## src/rtl/if_id_queue.sv

```systemverilog
// IF->ID decoupling queue: circular buffer of {pc, inst} with valid/ready on the ID side and flush.
// Optional head predecode of control-flow opcodes under `IF_ID_PREDECODE_EN`.
module if_id_queue #(
    parameter int DEPTH  = 4,
    parameter int AW     = 32,
    parameter int IW     = 32,
    parameter int PC_ADJ = 4
) (
    input  logic                       clk,
    input  logic                       rst,
    input  logic                       flush,
    input  logic                       if_flag,
    input  logic [AW-1:0]              if_pc,
    input  logic [IW-1:0]              if_inst,
    output logic                       if_ready,
    output logic                       id_flag,
    output logic [AW-1:0]              id_pc,
    output logic [IW-1:0]              id_inst,
    input  logic                       id_ready,
`ifdef IF_ID_PREDECODE_EN
    output logic                       id_is_ctrl,
`endif
    output logic [$clog2(DEPTH+1)-1:0] count
);
    localparam int PW = $clog2(DEPTH);
    localparam int CW = $clog2(DEPTH + 1);

    logic [AW-1:0] mem_pc   [DEPTH];
    logic [IW-1:0] mem_inst [DEPTH];
    logic [PW-1:0] wr_ptr;
    logic [PW-1:0] rd_ptr;
    logic [CW-1:0] cnt;
    logic          push;
    logic          pop;

    // Full is judged on occupancy alone: a same-cycle pop does not free a slot.
    assign if_ready = (cnt != CW'(DEPTH));
    assign id_flag  = (cnt != '0);
    assign push     = if_flag & if_ready & ~flush;
    assign pop      = id_flag & id_ready & ~flush;
    assign count    = cnt;

    always_ff @(posedge clk or posedge rst) begin
        if (rst) begin
            wr_ptr <= '0;
            rd_ptr <= '0;
            cnt    <= '0;
        end else if (flush) begin
            wr_ptr <= '0;
            rd_ptr <= '0;
            cnt    <= '0;
        end else begin
            if (push) wr_ptr <= wr_ptr + 1'b1;
            if (pop)  rd_ptr <= rd_ptr + 1'b1;
            case ({push, pop})
                2'b10:   cnt <= cnt + 1'b1;
                2'b01:   cnt <= cnt - 1'b1;
                default: cnt <= cnt;
            endcase
        end
    end

    // Storage is never reset; id_flag gates what is visible.
    always_ff @(posedge clk) begin
        if (push) begin
            mem_pc[wr_ptr]   <= if_pc - AW'(PC_ADJ);
            mem_inst[wr_ptr] <= if_inst;
        end
    end

    assign id_pc   = id_flag ? mem_pc[rd_ptr]   : '0;
    assign id_inst = id_flag ? mem_inst[rd_ptr] : '0;

`ifdef IF_ID_PREDECODE_EN
    logic [6:0] opcode;
    assign opcode     = id_inst[6:0];
    assign id_is_ctrl = id_flag & ((opcode == 7'b1101111) |
                                   (opcode == 7'b1100111) |
                                   (opcode == 7'b1100011));
`endif
endmodule

```

## config.mk

```make
export PLATFORM = sky130hd
export DESIGN_NAME = if_id_queue
export DESIGN_NICKNAME = d
export VERILOG_FILES = /design/src/rtl/if_id_queue.sv
export SDC_FILE = /design/constraint.sdc
export NUM_CORES = 1
export LEC_CHECK = 0
export ABC_AREA = 1
export BUFFER_PORTS_ARGS = -buffer_cell sky130_fd_sc_hd__buf_2
export CAP_MARGIN = 10
export CORE_ASPECT_RATIO = 0.5
export CORE_MARGIN = 2
export CORE_UTILIZATION = 62
export DETAILED_ROUTE_END_ITERATION = 6
export GPL_TIMING_DRIVEN = 1
export HOLD_SLACK_MARGIN = 0.12
export MAX_ROUTING_LAYER = met4
export PLACE_DENSITY_LB_ADDON = 0.15
export SYNTH_ARGS = -nofsm -noshare
export SYNTH_HDL_FRONTEND = slang
export SYNTH_SLANG_ARGS = --single-unit
```

## constraint.sdc

```tcl
create_clock -name clk -period 9.6 [get_ports clk]
set_input_delay 1.44 -clock clk [delete_from_list [all_inputs] [get_ports clk]]
set_output_delay 1.44 -clock clk [all_outputs]
set_load 0.01 [all_outputs]
```

Word-level counts from Yosys, hierarchy flattened
Memories as Yosys holds them, arrays and structs flattened.
Index checks and enable logic that the tools add are counted.
Storage, ports and cells
  word-level logic and storage cells: 32
  register bits after elaboration: 7
  memories kept: 2
  RAM bits: 256
  input port bits: 69
  output and inout bits: 69
Cells by class
  bitwise operators: 5
  eq/ne operators: 3
  muxes and demuxes: 10
  add/sub/neg operators: 5
  reductions and logical operators: 4
Memory list
  mem_inst: words 4, bits a word 32, read ports 1, clocked after Yosys merged registers in 0, wr ports 1, RTL line 29  | logic [IW-1:0] mem_inst [DEPTH];
  mem_pc: words 4, bits a word 32, read ports 1, clocked after Yosys merged registers in 0, wr ports 1, RTL line 28  | logic [AW-1:0] mem_pc [DEPTH];
Operators by type and width (number)
  two-way mux 32 bit: 2
  subtractor 32 x 3 -> 32 bit (second input constant): 1
  two-way mux 2 bit: 4
  one-hot mux 3 bit (2 select lines): 1
  nonzero test 3 bit: 2
  adder 2 x 1 -> 2 bit (second input constant): 2
  bitwise AND 1 bit: 4
  nonzero test 2 bit: 2
  adder 3 x 1 -> 3 bit (second input constant): 1
  two-way mux 3 bit: 1
  != test 3 bit (second input constant): 1
  subtractor 3 x 1 -> 3 bit (second input constant): 1
  equality test 2 x 1 -> 1 bit (second input constant): 1
  equality test 2 bit (second input constant): 1
  two-way mux 1 bit: 2
  NOT 1 bit: 1

Depth between registers and ports, before layout
Gate-level depths: netlist (run 1).
  depth after elaboration: 6
  gate-level depth with buffers: 11
  depth with buffers taken out: 11

Worst setup path after synthesis (run 1)
Ideal clock, no wire load.
  path kind: input-to-reg
  from: input if_flag
  to: memory mem_inst[0][0], enable pin
  library setup time: 0.486 ns
  data arrival time: 4.366 ns
  cell stages on the path: 4
  required time: 9.114 ns
  path slack: 4.747 ns
  cell sequence: nand2_2 -> inv_1 -> nand2_1 -> nor2_1
Between the ends
  longest elaborated chain between the ends: 4
RTL lines
  start: declaration: RTL line 12  | input logic if_flag,
  bitwise AND 1 bit (2 in series): RTL line 39  | assign push = if_flag & if_ready & ~flush;
  two-way mux 1 bit: RTL line 65  | if (push) begin
  two-way mux 1 bit (not written as such): RTL line 67  | mem_inst[wr_ptr] <= if_inst;
  end: declaration: RTL line 29
Every way passes these cells.

Final worst setup path (run 1)
  from: register rd_ptr[0]
  to: output id_pc[16]
Between the ends
  longest elaborated chain between the ends: 2
RTL lines
  start: declaration: RTL line 31  | logic [PW-1:0] rd_ptr;
  start signal: assignment: RTL line 54  | if (pop) rd_ptr <= rd_ptr + 1'b1;
  memory (4 x 32 bit)
  two-way mux 32 bit: RTL line 71  | assign id_pc = id_flag ? mem_pc[rd_ptr] : '0;
  end: declaration: RTL line 17  | output logic [AW-1:0] id_pc,
Every way passes these cells.

==> results of run 1 <==
==> cell type report <==
class,count,area share [%]
Sequential cell,263,62.20
Timing Repair Buffer,146,5.955
Inverter,28,0.8309
Clock inverter,7,0.6825
Clock buffer,30,4.837
Multi-Input combinational cell,626,23.19
Tap cell,234,2.315
==> critical path, stage by stage (launching register included) <==
cell and delay [ps]:
dfrtp_4 640, inv_2 510, buf_4 750, o21ai_0 210
a21oi_1 290, buf_2 190
==> cells by family (layout without fill, tap and decap cells) <==
| group | count (synthesis) | in the layout | synth area share [%] |
|---|---|---|---|
| AO/OA/AOI/OAI | 202 | 202 | 9.110 |
| adder cells (fa/ha/maj) | 6 | 6 | 0.7423 |
| buffers and inverters | 76 | 211 | 3.228 |
| flip-flops | 263 | 263 | 70.68 |
| XOR/XNOR | 26 | 26 | 2.047 |
| AND/OR/NAND/NOR | 392 | 392 | 14.19 |
==> metal layers <==
metal  part of all wire [%]  up-vias
met3                    8.0       33
met2                     48      342
met4                    1.6        0
met1                     43     3566
met5                      0        -
li1                       -     3587
==> sequential cells by signal (all words and copies together) (netlist names) <==
| register | cells |
|---|---|
| mem_inst | 128 |
| count | 3 |
| rd_ptr | 2 |
| wr_ptr | 2 |
| mem_pc | 128 |
==> layout by cell type (no fill, tap or decap), types with 2 or more instances in the layout <==
master / n
clkinv_1: 2
o21ai_0: 129
nor2_4: 6
edfxtp_1: 256
nor2_1: 298
ha_1: 5
nand2_1: 56
o21ai_1: 4
xor2_1: 12
nor3_2: 2
clkbuf_1: 6
buf_2: 137
a21oi_1: 68
inv_2: 3
xnor2_1: 14
buf_4: 9
nand4_1: 2
nand2_2: 8
nand3_1: 11
nor2_2: 6
inv_1: 24
clkbuf_16: 23
dfrtp_1: 5
clkinv_2: 3
bufinv_16: 2
==> where the power goes <==
| part | internal, W | total [W] | switching, W |
|---|---|---|---|
| logic | 0.000244 | 0.000773 | 0.000529 |
| registers | 0.00131 | 0.00134 | 0.0000290 |
| clock network | 0.000499 | 0.000877 | 0.000378 |
==> through the flow <==
step | total power, W | setup WS [ps] | utilization [%] | instance area (um^2) | cells
finish | 0.002994 | 4999 | 72.35 | 12650 | 1334
global route | 0.003128 | 4804 | 72.35 | 12650 | 1334
CTS | 0.003006 | 5045 | 72.35 | 12650 | 1334
detailed placement | 0.002141 | 5581 | 68.36 | 11950 | 1297
global placement | 0.002130 | 5626 | 68.36 | 11950 | 1297
floorplan | 0.001848 | 4747 | - | 11120 | 965
==> cell usage after synthesis (all sizes together) <==
cell,instances,area (um^2)
nor2,311,1214
edfxtp,256,7687
o21ai,133,665.6
a21oi,68,340.3
nand2,64,260.3
buf,32,193.9
inv,27,101.4
clkbuf,16,60.06
xnor2,14,122.6
nand3,12,65.06
xor2,12,105.1
dfrtp,7,175.2
ha,5,62.56
nand4,2,12.51
nor3,2,20.02
clkinv,1,3.750
fa,1,20.02
nand3b,1,7.510
o21bai,1,7.510
==> how the worst min path moves through the flow <==
| stage | startpoint | endpoint | slack [ps] | cells after the start |
|---|---|---|---|---|
| floorplan | wr_ptr[1] | wr_ptr[1] | 580 | 2 |
| global placement | count[1] | count[1] | 560 | 2 |
| detailed placement | count[2] | count[2] | 580 | 2 |
| CTS | count[2] | count[2] | 590 | 2 |
| global route | count[1] | count[1] | 640 | 2 |
| finish | count[2] | count[2] | 590 | 2 |
==> flow_summary_export.csv, run 1 <==
group,metric,value,unit
detailed_routing,route.detailed.drc,0,
finish,multi_input_area,0.002933,mm^2
yosys,yosysWarnings,0,
power,pwr_density_cell,236.7,mW/mm^2
worst_setup_path,r2r_slack,6970,ps
floorplan,core-area,0.01748,mm^2
timing,finalSetupViolations,0,
outcome,status,"completed",
floorplan,dieArea,0.01909,mm^2
yosys,syn-mean-instance-area,11.53,um^2
clock_network,insertion_delay,500,ps
clock_network,cts_made_buffers,22,
worst_setup_path,startpoint,"rd_ptr[0]",
clock_network,clockBufferDepth,3,
worst_setup_path,endpoint,"id_pc[16]",
timing,timing.fmax,0.2174,GHz
finish,fillers,1191,
worst_setup_path,worst_setup_path_start_kind,"register",
clock_network,clk_pin_slew,70,ps
clock_network,htreeDepth,1,
worst_setup_path,r2r_cells,7,
worst_setup_path,crit_type,"reg2out",
floorplan,die_h,98.72,um
floorplan,fp.dieW,193.4,um
global_route,grt_pass1_vias,7177,
timing,skew,7.016,ps
yosys,synth_nets,1040,
global_route,grt_max_degree,99,
floorplan,start_util,63.63,%
detailed_routing,viasPerCell,5.643,
worst_setup_path,critPathCaptureType,"primary output",
clock_network,clkSinkCount,263,
yosys,synthesis.area,0.01112,mm^2
finish,drive_gt1_share,18.64,%
worst_hold_path,hp-class,"reg2reg",
detailed_routing,final_antenna_net_count,0,
timing,layout_min_cycle_time,4601,ps
worst_setup_path,r2r_start,"count[0]",
detailed_routing,totalWireLength,23830,um
yosys,synthDistinctLibCells,29,
clock_network,postCtsHoldBufs,0,
worst_setup_path,required,8160,ps
worst_setup_path,critPathMaxFanout,90,
placed_design,post-dp-hpwl,13730,um
global_route,grt_usage,25.78,%
finish,syn2layout_area_growth,13.71,%
detailed_routing,dr.pass1.iters,6,
worst_setup_path,r2r_end,"mem_pc[0][12]",
timing,fin_crit_sh,47.92,%
clock_network,postCtsSetupRepairBufs,0,
finish,nets,1162,
timing,hold_viol,0,
clock_network,cts_resized,0,
yosys,ys_seq_area_share,70.68,%
clock_network,cts_root_buf,"clkbuf_16",
detailed_routing,drt_first_iter_violations,685,
timing,maxSlewViolCount,0,
global_route,met3_usage,3.628,%
timing,setup_tns,0,ps
floorplan,rows,34,
finish,n_antenna_cell,0,
finish,seq_area,0.007868,mm^2
power,irDropWorstVdd,386.7,uV
placed_design,gp_congestion,0.8238,
detailed_routing,dr_total_vias,7528,
global_route,grt_first_pass_wirelength,37200,um
detailed_routing,routedWlPerCell,17.86,um
global_route,gr-usage-met1,35.66,%
timing,worstMarginPinSlew,1099,ps
global_route,grt_overflow,0,
worst_setup_path,crit_arrival,3160,ps
yosys,ys_seq_elements,263,
placed_design,io_buffers,137,
floorplan,io_pins,138,
yosys,syn_inst,965,
timing,slew_headroom,26.72,%
power,p_leak,4.638,nW
global_route,grt_antenna_before_repair,0,
clock_network,tritoncts,"yes",
timing,rsz0062_at_grt,"false",
timing,hold_slack,588.7,ps
global_route,grt_use_met2,41.07,%
job,drv_cap,0,
global_route,grt_busiest_layer,"met2",
Note: power is estimated with default switching activity, not from simulation.
==> run 2, diff against run 1 <==
--- a/config.mk
+++ b/config.mk
@@ -10,7 +10,7 @@
 export CAP_MARGIN = 10
 export CORE_ASPECT_RATIO = 0.5
 export CORE_MARGIN = 2
-export CORE_UTILIZATION = 62
+export CORE_UTILIZATION = 52
 export DETAILED_ROUTE_END_ITERATION = 6
 export GPL_TIMING_DRIVEN = 1
 export HOLD_SLACK_MARGIN = 0.12
==> constraint.sdc (replaced) <==
create_clock -name clk -period 3.8 [get_ports clk]
set_input_delay 0.57 -clock clk [delete_from_list [all_inputs] [get_ports clk]]
set_output_delay 0.57 -clock clk [all_outputs]
set_load 0.01 [all_outputs]
==> flow_summary_export.csv, run 2 (synthesized netlist as in run 1, its figures left out) <==
group,metric,value,unit
clock_network,htreeDepth,1,
clock_network,clk_pin_slew,60,ps
clock_network,insertion_delay,510,ps
finish,multi_input_area,0.002933,mm^2
detailed_routing,met1Wirelength,11180,um
detailed_routing,dr.pass1.iters,5,
worst_setup_path,r2r_slack,1480,ps
floorplan,dieArea,0.02265,mm^2
detailed_routing,dr_wl_met2,11460,um
worst_setup_path,crit_arrival,2470,ps
placed_design,post-dp-hpwl,14040,um
global_route,grt_max_degree,84,
timing,worst_slack,762.8,ps
detailed_routing,wl_met3,1292,um
clock_network,cts_made_buffers,24,
global_route,grt_overflow,0,
floorplan,start_util,53.52,%
detailed_routing,route.detailed.drc,0,
detailed_routing,final_antenna_net_count,0,
global_route,grt_antenna_before_repair,0,
worst_setup_path,r2r_end,"mem_pc[1][7]",
placed_design,io_buffers,137,
floorplan,rows,37,
clock_network,tritoncts,"yes",
detailed_routing,drt_first_iter_violations,662,
timing,fin_crit_sh,79.93,%
worst_setup_path,r2r_cells,7,
placed_design,dpl.cell_count,1338,
finish,layout_common_cells,"nor2_1, edfxtp_1, buf_2",
floorplan,io_pins,138,
detailed_routing,totalWireLength,24360,um
clock_network,cts_root_buf,"clkbuf_16",
clock_network,clockBufferDepth,3,
job,drv_cap,0,
placed_design,gp_congestion,0.8342,
global_route,grt_pass1_vias,7096,
worst_setup_path,endpoint,"id_pc[20]",
floorplan,die_h,107.4,um
clock_network,clkSinkCount,263,
timing,rsz0062_at_grt,"false",
floorplan,fp.dieW,210.9,um
finish,fillers,1641,
finish,syn2layout_area_growth,16.20,%
worst_setup_path,startpoint,"rd_ptr[0]",
finish,nets,1167,
power,irDropWorstVdd,395.9,uV
worst_setup_path,worst_setup_path_start_kind,"register",
detailed_routing,routedWlPerCell,17.63,um
worst_setup_path,critPathMaxFanout,83,
finish,seq_area,0.007868,mm^2
timing,finalSetupViolations,0,
power,p_leak,4.742,nW
worst_hold_path,hp-class,"in2reg",
worst_setup_path,crit_type,"reg2out",
power,pwr_density_cell,610.5,mW/mm^2
timing,maxSlewViolCount,0,
global_route,grt_first_pass_wirelength,37890,um
detailed_routing,dr_total_vias,7452,
timing,setup_tns,0,ps
placed_design,pre_cts_ws,1306,ps
timing,timing.fmax,0.3293,GHz
finish,post-route-cell-area,0.01293,mm^2
timing,slew_headroom,41.16,%
finish,final_common_cell,"nor2_1",
finish,n_antenna_cell,0,
detailed_routing,topRoutingLayerUsed,"met4",
finish,fin_cells,1382,
floorplan,core-area,0.02079,mm^2
outcome,status,"completed",
placed_design,dpl_cell_area,0.01210,mm^2
finish,drive_gt1_share,19.12,%
timing,hold_slack,265.7,ps
timing,hold_viol,0,
timing,layout_min_cycle_time,3037,ps
worst_setup_path,required,3230,ps
worst_setup_path,r2r_start,"count[0]",
worst_setup_path,critPathCaptureType,"primary output",
global_route,grt_usage,22.45,%
timing,skew,5.224,ps
detailed_routing,viasPerCell,5.392,
timing,worstMarginPinSlew,882.5,ps
## run 2: cell types whose count changed in the layout (fill, tap and decap cells not counted), sizes merged
| cell | before | now |
|---|---|---|
| dlygate4sd3 | 0 | 1 |
| clkinv | 5 | 10 |
| bufinv | 2 | 4 |
| clkinvlp | 1 | 0 |
| buf | 146 | 148 |
## run 2: final cells by class
| cell class | instances | share of cell area (%) |
|---|---|---|
| clock buffers | 30 | 4.985 |
| flip-flops and latches | 263 | 60.87 |
| clock inverters | 13 | 1.297 |
| inverters | 28 | 0.8228 |
| well taps | 273 | 2.643 |
| repair buffers | 149 | 6.698 |
| multi-input cells | 626 | 22.69 |
## run 2: where the power goes
| group | internal [W] | switching (W) | total, W | leakage (nW) |
|---|---|---|---|---|
| clock | 0.00148 | 0.00101 | 0.00249 | 0.401 |
| combinational | 0.000662 | 0.00133 | 0.00199 | 1.93 |
| sequential | 0.00332 | 0.0000902 | 0.00341 | 2.41 |
## run 2: metrics by stage
step                      util (%)  power (W)
after CTS                    62.19   0.007956
after floorplan                  -   0.004667
after global placement       58.23   0.005450
after global routing         62.19   0.008256
final                        62.19   0.007892
after detailed placement     58.23   0.005476
## run 2: how the worst min path moves through the flow
| stage | cells past startpoint | start | end | slack (ps) |
|---|---|---|---|---|
| floorplan | 1 | rst | count[0] | 370 |
| global placement | 2 | rst | count[0] | 500 |
| detailed placement | 2 | rst | count[0] | 500 |
| CTS | 1 | if_inst[2] | mem_inst[3][2] | 250 |
| global route | 1 | if_inst[15] | mem_inst[2][15] | 250 |
| finish | 1 | if_inst[15] | mem_inst[2][15] | 270 |
## run 2: routing by layer
metal  vias to the layer above  GRT usage [%]
li1                       3594              -
met1                      3624          31.30
met3                        33          3.238
met5                         -              -
met2                       201          35.81
met4                         0          4.829
## run 2: repair_timing
action / 4_1_cts / 5_1_grt
hold buffers: 1 / 0
hold endpoints to repair: 7 / 0
gates resized for setup: 0 / 0
buffers inserted: 0 / 0
## run 2: critical path, cell delays in order, from the launching register on
cell and delay [ps]:
dfrtp_4 790, buf_12 400, nor2_1 100, nor2_1 100, o21ai_0 100, a21oi_1 230
buf_2 190
